File: src/rtl/bus_wr_responder.sv
// bus_wr_responder: write-only bus target. Buffers legal (one-hot select)
// writes in a FIFO of FD entries and forwards each, in bus order, to
// exactly one of BSN downstream targets via per-target valid/ready.
// Writes with an illegal select are accepted and dropped.
//
// Optional feature macro: BUS_WR_RESPONDER_ERR_CNT_EN
//   defined   -> saturating count of dropped illegal-select writes on err_cnt
//   undefined -> err_cnt tied to 0
//
// Ports:
//   clk, rst                 clock, synchronous active-high reset
//   bus_wvalid/bus_wready    bus write handshake
//   bus_waddr/wdata/wselct   bus write payload and one-hot target select
//   trg_wvalid/trg_wready    per-target write handshake (one-hot valid)
//   trg_waddr/trg_wdata      payload of the FIFO head
//   err_cnt                  dropped-write counter
module bus_wr_responder #(
  parameter int unsigned BAW = 8,
  parameter int unsigned BDW = 32,
  parameter int unsigned BSN = 4,
  parameter int unsigned FD  = 4,
  parameter int unsigned ECW = 8
) (
  input  logic           clk,
  input  logic           rst,
  input  logic           bus_wvalid,
  output logic           bus_wready,
  input  logic [BAW-1:0] bus_waddr,
  input  logic [BDW-1:0] bus_wdata,
  input  logic [BSN-1:0] bus_wselct,
  output logic [BSN-1:0] trg_wvalid,
  input  logic [BSN-1:0] trg_wready,
  output logic [BAW-1:0] trg_waddr,
  output logic [BDW-1:0] trg_wdata,
  output logic [ECW-1:0] err_cnt
);

  localparam int unsigned PW = (FD > 1) ? $clog2(FD) : 1;
  localparam int unsigned CW = PW + 1;

  logic [BSN-1:0] sel_mem  [FD];
  logic [BAW-1:0] addr_mem [FD];
  logic [BDW-1:0] data_mem [FD];

  logic [PW-1:0] wr_ptr_q, wr_ptr_d;
  logic [PW-1:0] rd_ptr_q, rd_ptr_d;
  logic [CW-1:0] count_q, count_d;
  logic          ready_q, ready_d;

  logic legal_c, xfer_c, push_c, pop_c;

  // One-hot select check: non-zero and a single bit set
  always_comb begin
    legal_c = (bus_wselct != '0) && ((bus_wselct & (bus_wselct - BSN'(1))) == '0);
    xfer_c  = bus_wvalid & ready_q;
    push_c  = xfer_c & legal_c;
  end

  // Head presentation straight from registered state; no input-to-output path
  always_comb begin
    trg_wvalid = (count_q != '0) ? sel_mem[rd_ptr_q] : '0;
    trg_waddr  = addr_mem[rd_ptr_q];
    trg_wdata  = data_mem[rd_ptr_q];
    pop_c      = |(trg_wvalid & trg_wready);
  end

  // Next-state for pointers, occupancy and registered ready
  always_comb begin
    wr_ptr_d = wr_ptr_q;
    rd_ptr_d = rd_ptr_q;
    count_d  = count_q;
    if (push_c) wr_ptr_d = wr_ptr_q + PW'(1);
    if (pop_c)  rd_ptr_d = rd_ptr_q + PW'(1);
    case ({push_c, pop_c})
      2'b10:   count_d = count_q + CW'(1);
      2'b01:   count_d = count_q - CW'(1);
      default: count_d = count_q;
    endcase
    // ready is recomputed from next occupancy so it is a plain flop output
    ready_d = (count_d < CW'(FD));
  end

  always_ff @(posedge clk) begin
    if (rst) begin
      wr_ptr_q <= '0;
      rd_ptr_q <= '0;
      count_q  <= '0;
      ready_q  <= 1'b1;
    end else begin
      wr_ptr_q <= wr_ptr_d;
      rd_ptr_q <= rd_ptr_d;
      count_q  <= count_d;
      ready_q  <= ready_d;
    end
  end

  // FIFO storage; contents are meaningless while count is zero
  always_ff @(posedge clk) begin
    if (push_c) begin
      sel_mem[wr_ptr_q]  <= bus_wselct;
      addr_mem[wr_ptr_q] <= bus_waddr;
      data_mem[wr_ptr_q] <= bus_wdata;
    end
  end

  assign bus_wready = ready_q;

`ifdef BUS_WR_RESPONDER_ERR_CNT_EN
  logic [ECW-1:0] err_q;

  // Saturating count of accepted-but-dropped writes
  always_ff @(posedge clk) begin
    if (rst) begin
      err_q <= '0;
    end else if (xfer_c && !legal_c && (err_q != '1)) begin
      err_q <= err_q + ECW'(1);
    end
  end

  assign err_cnt = err_q;
`else
  assign err_cnt = '0;
`endif

endmodule

File: config.mk
export PLATFORM = sky130hd
export DESIGN_NAME = bus_wr_responder
export DESIGN_NICKNAME = d
export VERILOG_FILES = /design/src/rtl/bus_wr_responder.sv
export SDC_FILE = /design/constraint.sdc
export NUM_CORES = 1
export LEC_CHECK = 0
export CAP_MARGIN = 15
export CORE_ASPECT_RATIO = 0.9
export CORE_MARGIN = 10
export CORE_UTILIZATION = 50
export CTS_BUF_LIST = sky130_fd_sc_hd__clkbuf_4 sky130_fd_sc_hd__clkbuf_8
export DETAILED_ROUTE_END_ITERATION = 8
export HOLD_SLACK_MARGIN = 0.02
export PLACE_DENSITY_LB_ADDON = 0.2
export SLEW_MARGIN = 10
export SYNTH_ARGS = -nofsm -noshare
export SYNTH_HDL_FRONTEND = slang
export SYNTH_SLANG_ARGS = --single-unit
File: constraint.sdc
create_clock -name clk -period 4.5 [get_ports clk]
set_input_delay 1.35 -clock clk [delete_from_list [all_inputs] [get_ports clk]]
set_output_delay 1.35 -clock clk [all_outputs]
set_load 0.005 [all_outputs]
; Word level (Yosys, flattened, before mapping)
; Memories as Yosys holds them, arrays and structs flattened. A register that Yosys moved wholly into a read port is not among the register bits.
; Index checks and enable logic that the tools add are counted.
[classes]
n_eq_ne = 2
div_mod_pow = 0
shift = 0
n_lt_le_gt_ge = 1
n_bitwise = 4
muxes = 10
add_sub_neg = 5
mul = 0
reduce_logical = 5
[op_table]
columns = op, n
row1 = $mux 2, 6
row2 = $and 4x4->4, 2
row3 = $pmux 3 s2, 1
row4 = $add 2x1->2 const B, 2
row5 = $logic_not 4->1, 1
row6 = $mux 4, 1
row7 = $reduce_bool 4->1, 1
row8 = $reduce_or 4->1, 1
row9 = $sub 4x1->4 const B, 1
row10 = $add 3x1->3 const B, 1
row11 = $lt 3x3->1 const B, 1
row12 = $reduce_bool 3->1, 1
row13 = $sub 3x1->3 const B, 1
row14 = $and 1x1->1, 2
row15 = $eq 2x1->1 const B, 1
row16 = $eq 2x2->1 const B, 1
row17 = $mux 1, 2
row18 = $logic_and 1x1->1, 1
[word_totals]
register_bits = 8
output_inout_bits = 53
latch_bits = 0
ram_bits = 176
n_memories = 3
romBits = 0
in_bits = 51
[mem_list]
columns = memory, depth, word_bits, read_ports, rd_clocked_by_memory_dff, write_ports, line_no
row1 = data_mem, 4, 32, 1, 1, 1, 43  ; logic [BDW-1:0] data_mem [FD];
row2 = addr_mem, 4, 8, 1, 1, 1, 42  ; logic [BAW-1:0] addr_mem [FD];
row3 = sel_mem, 4, 4, 1, 1, 1, 41  ; logic [BSN-1:0] sel_mem [FD];

; Logic depth before layout (Yosys ltp)
; Gate-level depths: netlist (run 1).
[logic_depth]
ltp_word = 8
depth_mapped = 11
mapped_depth_nobuf = 11

; Worst setup path after synthesis (run 1)
; OpenSTA, ideal clock, no wires.
[synth_timing]
path_kind = input to register
from = input port bus_wselct[0]
to = memory addr_mem[1][0], enable pin
slack_ps = 824
arrival_time_ps = 3270
stages = 3
path_cell_list = or4_1 > a21oi_2 > and2_1
[synth_between]
elab_chain_len = 7
[synth_lines]
columns = element, line_no
row1 = from (decl), 30  ; input logic [BSN-1:0] bus_wselct,
row2 = $sub 4x1->4, 54  ; legal_c = (bus_wselct != '0) && ((bus_wselct & (bus_wselct - BSN'(1))) == '0);
row3 = $and 4x4->4, 54
row4 = $logic_not 4->1, 54
row5 = $logic_and 1x1->1 *, 54
row6 = $and 1x1->1 *, 56  ; push_c = xfer_c & legal_c;
row7 = $mux 1 *, 99  ; if (push_c) begin
row8 = $mux 1 (not written as such) *, 101  ; addr_mem[wr_ptr_q] <= bus_waddr;
row9 = to (decl), 42
; Every way passes the cells marked *; elsewhere a longest branch is shown, timed or not.

==> run summary, run 1 <==
Worst reg2reg path depth = 10
RSZ-0062 raised after global routing = false
Final period utilization = 0.8275
# rows = 40
DIE HEIGHT = 132.2 um
CTS sink count = 186
Die Area = 19120 um^2
Max VDD drop = 0.0003287 V
Post-placement setup slack = 401.9 ps
Multiplexer share of the synthesized area = 0.1442
Seq pwr share = 0.524
Slew @ Worst Pin = 796.3 ps
Hold WC Path Type = reg -> reg
Max transition margin = 0.4650
Vias per cell = 5.439
Final Hold Viols = 0
Net Sw Power = 0.8989 mW
PostCTS Resize Cnt = 0
Post-route setup TNS = 0 ps
Hold_sp = rd_ptr_q[0]
Critical-path maximum fanout = 32
Most frequent cells in the layout = 176 x edfxtp_1, 95 x clkdlybuf4s50_1, 42 x mux4_2
Largest net degree at the start of global routing = 36
Num CTS Buffers = 17
Tot GR Track Use = 0.1365
Flop2flop setup slack = 1820 ps
Final net count = 475
GR Overflow Total = 0
Initial antenna violation count = 0
Pre-Repair DR Iteration Count = 4
Fin. max-slew vios = 0
Detailed-route via count = 3258
Comb power frac = 0.205
Post-Synth Adder-Cell Area = 0.01181
Simple-gate share of the synthesized area = 0.01879
Diode count = 0
Main combinational cell family by area after synthesis = multiplexers
Root Driver = clkbuf_8
Leak = 2.721 nW
Internal power = 2.963 mW
Fmax = 268.6 MHz
Setup Viol. Count Final = 0
Layout cells sized above 1 = 0.2181
CP endpoint kind = output port
Final Hold Slack = 566.9 ps
PD cells = 449.9 nW/um^2
Post-CTS setup buffers = 0
Synth-to-layout area growth = 22.74%
DRC = 0
Commonest non-fill, non-tap cell in the layout = edfxtp_1
Max Root-Sink Buffers = 2
Fin crit period = 3724 ps
Synth Cell Area = 6993 um^2
Post-Place Cells = 567
Die width = 144.7 um
Yosys Warn Count = 0
Register area share after synthesis = 0.7844
Initial Util = 0.5175
Post-synthesis compound-gate area fraction = 0.01360
DRT antenna net count = 0
RD Place Congestion = 0.7411
Final Power = 3.862 mW
Top Ports = 104
Clock Power Share = 0.271
Fillers = 928
Avg Cell Area, Syn = 22.70 um^2
Total Wirelength = 12520 um
RR Endpoint = bus_wready
Yosys reg bits = 186
CP arrival = 2370 ps
Startpoint Class = flip-flop
Clk_lat worst skew = 430 ps
Wire per inst = 20.89 um
Final cell count without fillers = 599
Data required time of the worst path = 3150 ps
Setup Skew = 6.771 ps
Post-Synth XOR/XNOR Area = 0.007515
CTS tree = done
Vias in the first global route = 3521
Run status = finished, final reports clean
Clock-pin slew on the worst setup and hold paths = 80 ps
Net Sw Frac = 0.2328
Core area = 13510 um^2
Synth cell types = 32
Post-DP HPWL = 7962 um
Max Cap Viol = 0
Hold Path Stages = 1
Cts-stage hold buffer count = 0
Crit path setup slack, layout = 776.4 ps
Port buffer count = 95
Crit Path Class = reg -> out
Iteration-0 DRC Markers = 268
H-tree depth = 4
First-pass GRT wire length = 19660 um
Cells after synthesis = 308
==> metal layers <==
layer | wire [um] | vias to the layer above | GRT usage
met2 | 6272 | 99 | 0.2153
met1 | 5229 | 1686 | 0.1725
li1 | - | 1461 | -
met3 | 880 | 12 | 0.04611
met4 | 133 | 0 | 0.04545
met5 | 0 | - | 0
==> area by class of cell <==
class	count	area [um^2]	share of cell area
well taps	168	210.2	0.02449
inverters	5	18.77	0.002187
flip-flops and latches	186	5490	0.6397
clock buffers	25	319.1	0.03717
multi-input cells	105	1405	0.1637
repair buffers	103	1074	0.1251
clock inverters	7	66.31	0.007726
==> how the worst max path moves through the flow <==
stage	startpoint	end	cells after the start
floorplan	bus_wselct[0]	addr_mem[1][0]	3
global placement	bus_wselct[3]	bus_wready	12
detailed placement	bus_wselct[1]	bus_wready	11
CTS	flip-flop	trg_wdata[31]	3
global route	flip-flop	trg_wdata[13]	3
finish	flip-flop	trg_wdata[13]	3
==> kinds of logic after synthesis <==
kind of cell             Yosys count
flip-flops                       186
XOR/XNOR                           6
AND/OR/NAND/NOR                   27
AO/OA/AOI/OAI                     10
adder cells (fa/ha/maj)            6
other                              1
buffers and inverters             24
multiplexers                      48
==> sequential cells by signal, summed over array words and instances (netlist names), named ones only <==
register and cells:
data_mem 128, addr_mem 32, sel_mem 16, count_q 2, rd_ptr_q 2, wr_ptr_q 2
bus_wready 1
==> Yosys cell counts (all sizes together) <==
library cell	n	area [um^2]
o21ai	1	5.000
nor2b	4	25.02
mux4	42	945.9
inv	5	18.77
xor2	2	17.52
a211oi	2	15.01
fa	1	20.02
a31o	1	8.760
xnor2	4	35.03
mux2	2	22.52
mux2i	4	40.04
and2	4	25.02
o211ai	1	7.510
ha	5	62.56
nor2	11	41.29
conb	1	3.750
nand2	5	21.27
buf	18	111.4
a41oi	1	27.53
edfxtp	176	5285
or4	1	7.510
a21oi	2	13.76
nor3	1	5.000
a2bb2oi	2	17.52
clkbuf	1	3.750
dfxtp	10	200.2
nand2b	1	6.260
==> worst max-delay path, cell delays in order (launching register included) <==
cell and delay, ps:
dfxtp_4 540, buf_12 310, mux4_2 580, clkdlybuf4s50_1 470
==> power groups by stage <==
| stage | Sequential (mW) | Combinational [mW] | Clock, mW |
|---|---|---|---|
| detailed placement | 2.07 | 0.809 | 0 |
| floorplan | 2.03 | 0.438 | 0 |
| global route | 2.04 | 0.863 | 1.15 |
| CTS | 2.03 | 0.815 | 1.08 |
| finish | 2.02 | 0.793 | 1.04 |
| global placement | 2.06 | 0.803 | 0 |
==> per-stage QoR <==
| step | util | cell area, um^2 |
|---|---|---|
| floorplan | - | 7019 |
| global placement | 0.6067 | 8198 |
| detailed placement | 0.6067 | 8198 |
| CTS | 0.6352 | 8583 |
| global route | 0.6352 | 8583 |
| finish | 0.6352 | 8583 |
No activity file was read; power rests on OpenSTA's default activity.
==> run 2, diff against run 1 <==
clock period = 3.3 ns   (was 4.5 ns; I/O delays follow)
==> run 2 against run 1 <==
Design area grew 2.5%; largest power group unchanged; sequential share of layout area shrank 1.5 points; first-iteration DRC count is 13% lower; clock skew grew 4.4 ps; critical endpoint is now trg_wvalid[2]; utilization grew 1.6 points; critical path type unchanged; clock power is 23% higher.
==> run summary, run 2 (synthesis results as in run 1) <==
Run status = finished, final reports clean
Synth-to-layout area growth = 25.82%
Met2 usage in global routing = 0.2232
Max Cap Viol = 0
Slowest stage delay, CP = 520 ps
Critical-path maximum fanout = 8
Clock-pin slew on the worst setup and hold paths = 80 ps
Diode count = 0
CP endpoint kind = output port
Wire per inst = 20.81 um
RR Endpoint = bus_wready
Fin. max-slew vios = 0
PD cells = 594.1 nW/um^2
Top Ports = 104
Core area = 13510 um^2
RD Place Congestion = 0.6893
Worst Path Buf+Inv = 2
GR Overflow Total = 0
Crit Path Class = reg -> out
Met1 usage = 0.1735
Die width = 144.7 um
Vias per cell = 5.356
Flop2flop setup slack = 670 ps
Vias in the first global route = 3563
Top Usage Layer GRT = met2
Die Area = 19120 um^2
Commonest non-fill, non-tap cell in the layout = edfxtp_1
First-pass GRT wire length = 19990 um
Hold_sp = wr_ptr_q[1]
Critical path's slowest cell = mux4_2
DRC = 0
Detailed-route via count = 3310
Setup Skew = 11.20 ps
Total Wirelength = 12860 um
Worst path top cell family by delay = buffers and inverters
Startpoint Class = flip-flop
Dpl cell area = 8438 um^2
Hold Path Stages = 2
Setup Viol. Count Final = 0
Final net count = 494
Cts-stage hold buffer count = 0
RSZ-0062 raised after global routing = false
Cell-by-cell trace of the critical path = buf_12 > mux4_2 > nor2b_1 > clkdlybuf4s50_1
Num CTS Buffers = 17
Hold WC Path Type = reg -> reg
Fmax = 318.7 MHz
DRT antenna net count = 0
Final Power = 5.227 mW
Final period utilization = 0.9510
CTS sink count = 186
Root Driver = clkbuf_8
Post-Place Cells = 584
DIE HEIGHT = 132.2 um
Clk_lat worst skew = 460 ps
Initial Util = 0.5175
Final Hold Viols = 0
Final cell count without fillers = 618
Port buffer count = 95
Layout cells sized above 1 = 0.2467
Largest net degree at the start of global routing = 24
Initial antenna violation count = 0
Max Root-Sink Buffers = 2
Most frequent cells in the layout = 176 x edfxtp_1, 95 x clkdlybuf4s50_1, 42 x mux4_2
Top Registers = data_mem (128), addr_mem (32), sel_mem (16)
Fin crit period = 3138 ps
CTS tree = done
Pre-Repair DR Iteration Count = 4
# rows = 40
CP arrival = 2150 ps
Tot GR Track Use = 0.1403
WHS Endpoint = wr_ptr_q[1]
Iteration-0 DRC Markers = 234
Data required time of the worst path = 2310 ps
Worst reg2reg path depth = 12
Post-DP HPWL = 8756 um
Design Area, Final = 8798 um^2
Leak = 2.812 nW
Fillers = 933
Max VDD drop = 0.0003767 V
H-tree depth = 4
Max reg flops = 128
Top reg by flops = data_mem
M3 GR Usage = 0.05007
==> run 2: worst max-delay path by stage <==
stage,start,to,slack (ps),cells past startpoint
floorplan,bus_wselct[0],bus_wready,290,10
detailed placement,bus_wselct[3],bus_wready,-250,12
CTS,flip-flop,trg_wvalid[3],110,5
finish,flip-flop,trg_wvalid[2],160,4
global route,flip-flop,trg_wvalid[3],50,5
global placement,bus_wselct[3],bus_wready,-210,12
==> run 2: cell type report <==
type | instances | area, um^2 | share of cell area
sequential | 186 | 5493 | 0.6243
timing repair buffer | 122 | 1341 | 0.1524
clock inverter | 13 | 81.33 | 0.009243
tap | 168 | 210.2 | 0.02389
clock buffer | 19 | 249.0 | 0.02830
inverter | 5 | 18.77 | 0.002133
multi-input combinational | 105 | 1405 | 0.1597
==> run 2: per-stage QoR <==
step / hold slack [ps] / setup WS [ps] / util / TNS, ps
finish: 552.0 / 161.8 / 0.6511 / 0
global route: 582.5 / 47.32 / 0.6511 / 0
CTS: 559.4 / 109.2 / 0.6511 / 0
detailed placement: 538.4 / -247.5 / 0.6244 / -494.4
global placement: 525.2 / -211.5 / 0.6244 / -396.4
floorplan: 513.6 / 292.0 / - / 0
==> run 2: metal layers <==
layer,vias to the layer above,wire length [um],part of all wire
li1,1512,-,-
met1,1701,5474,0.43
met2,85,6344,0.49
met3,12,879,0.068
met4,0,165,0.013
met5,-,0,0
==> run 2: timing repair <==
| item | CTS | global route |
|---|---|---|
| endpoints found under the setup margin | 6 | 0 |
| setup buffers | 2 | 0 |
| resized for setup | 1 | 0 |
==> run 2: report_power, final <==
group          switching [mW]  internal [mW]
clock network           0.755          0.526
logic                   0.461          0.740
registers              0.0649           2.68
==> run 2: worst min-delay path, stage by stage (launching register included) <==
cell and delay (ps):
dfxtp_1 340, mux2i_1 130, nor2_1 50
==> run 3, diff against run 2 <==
CTS_CLUSTER_SIZE = 14   (was not set)
==> results of run 3 <==
Same layout as run 2: the final DEF is identical, and so are final timing and power.
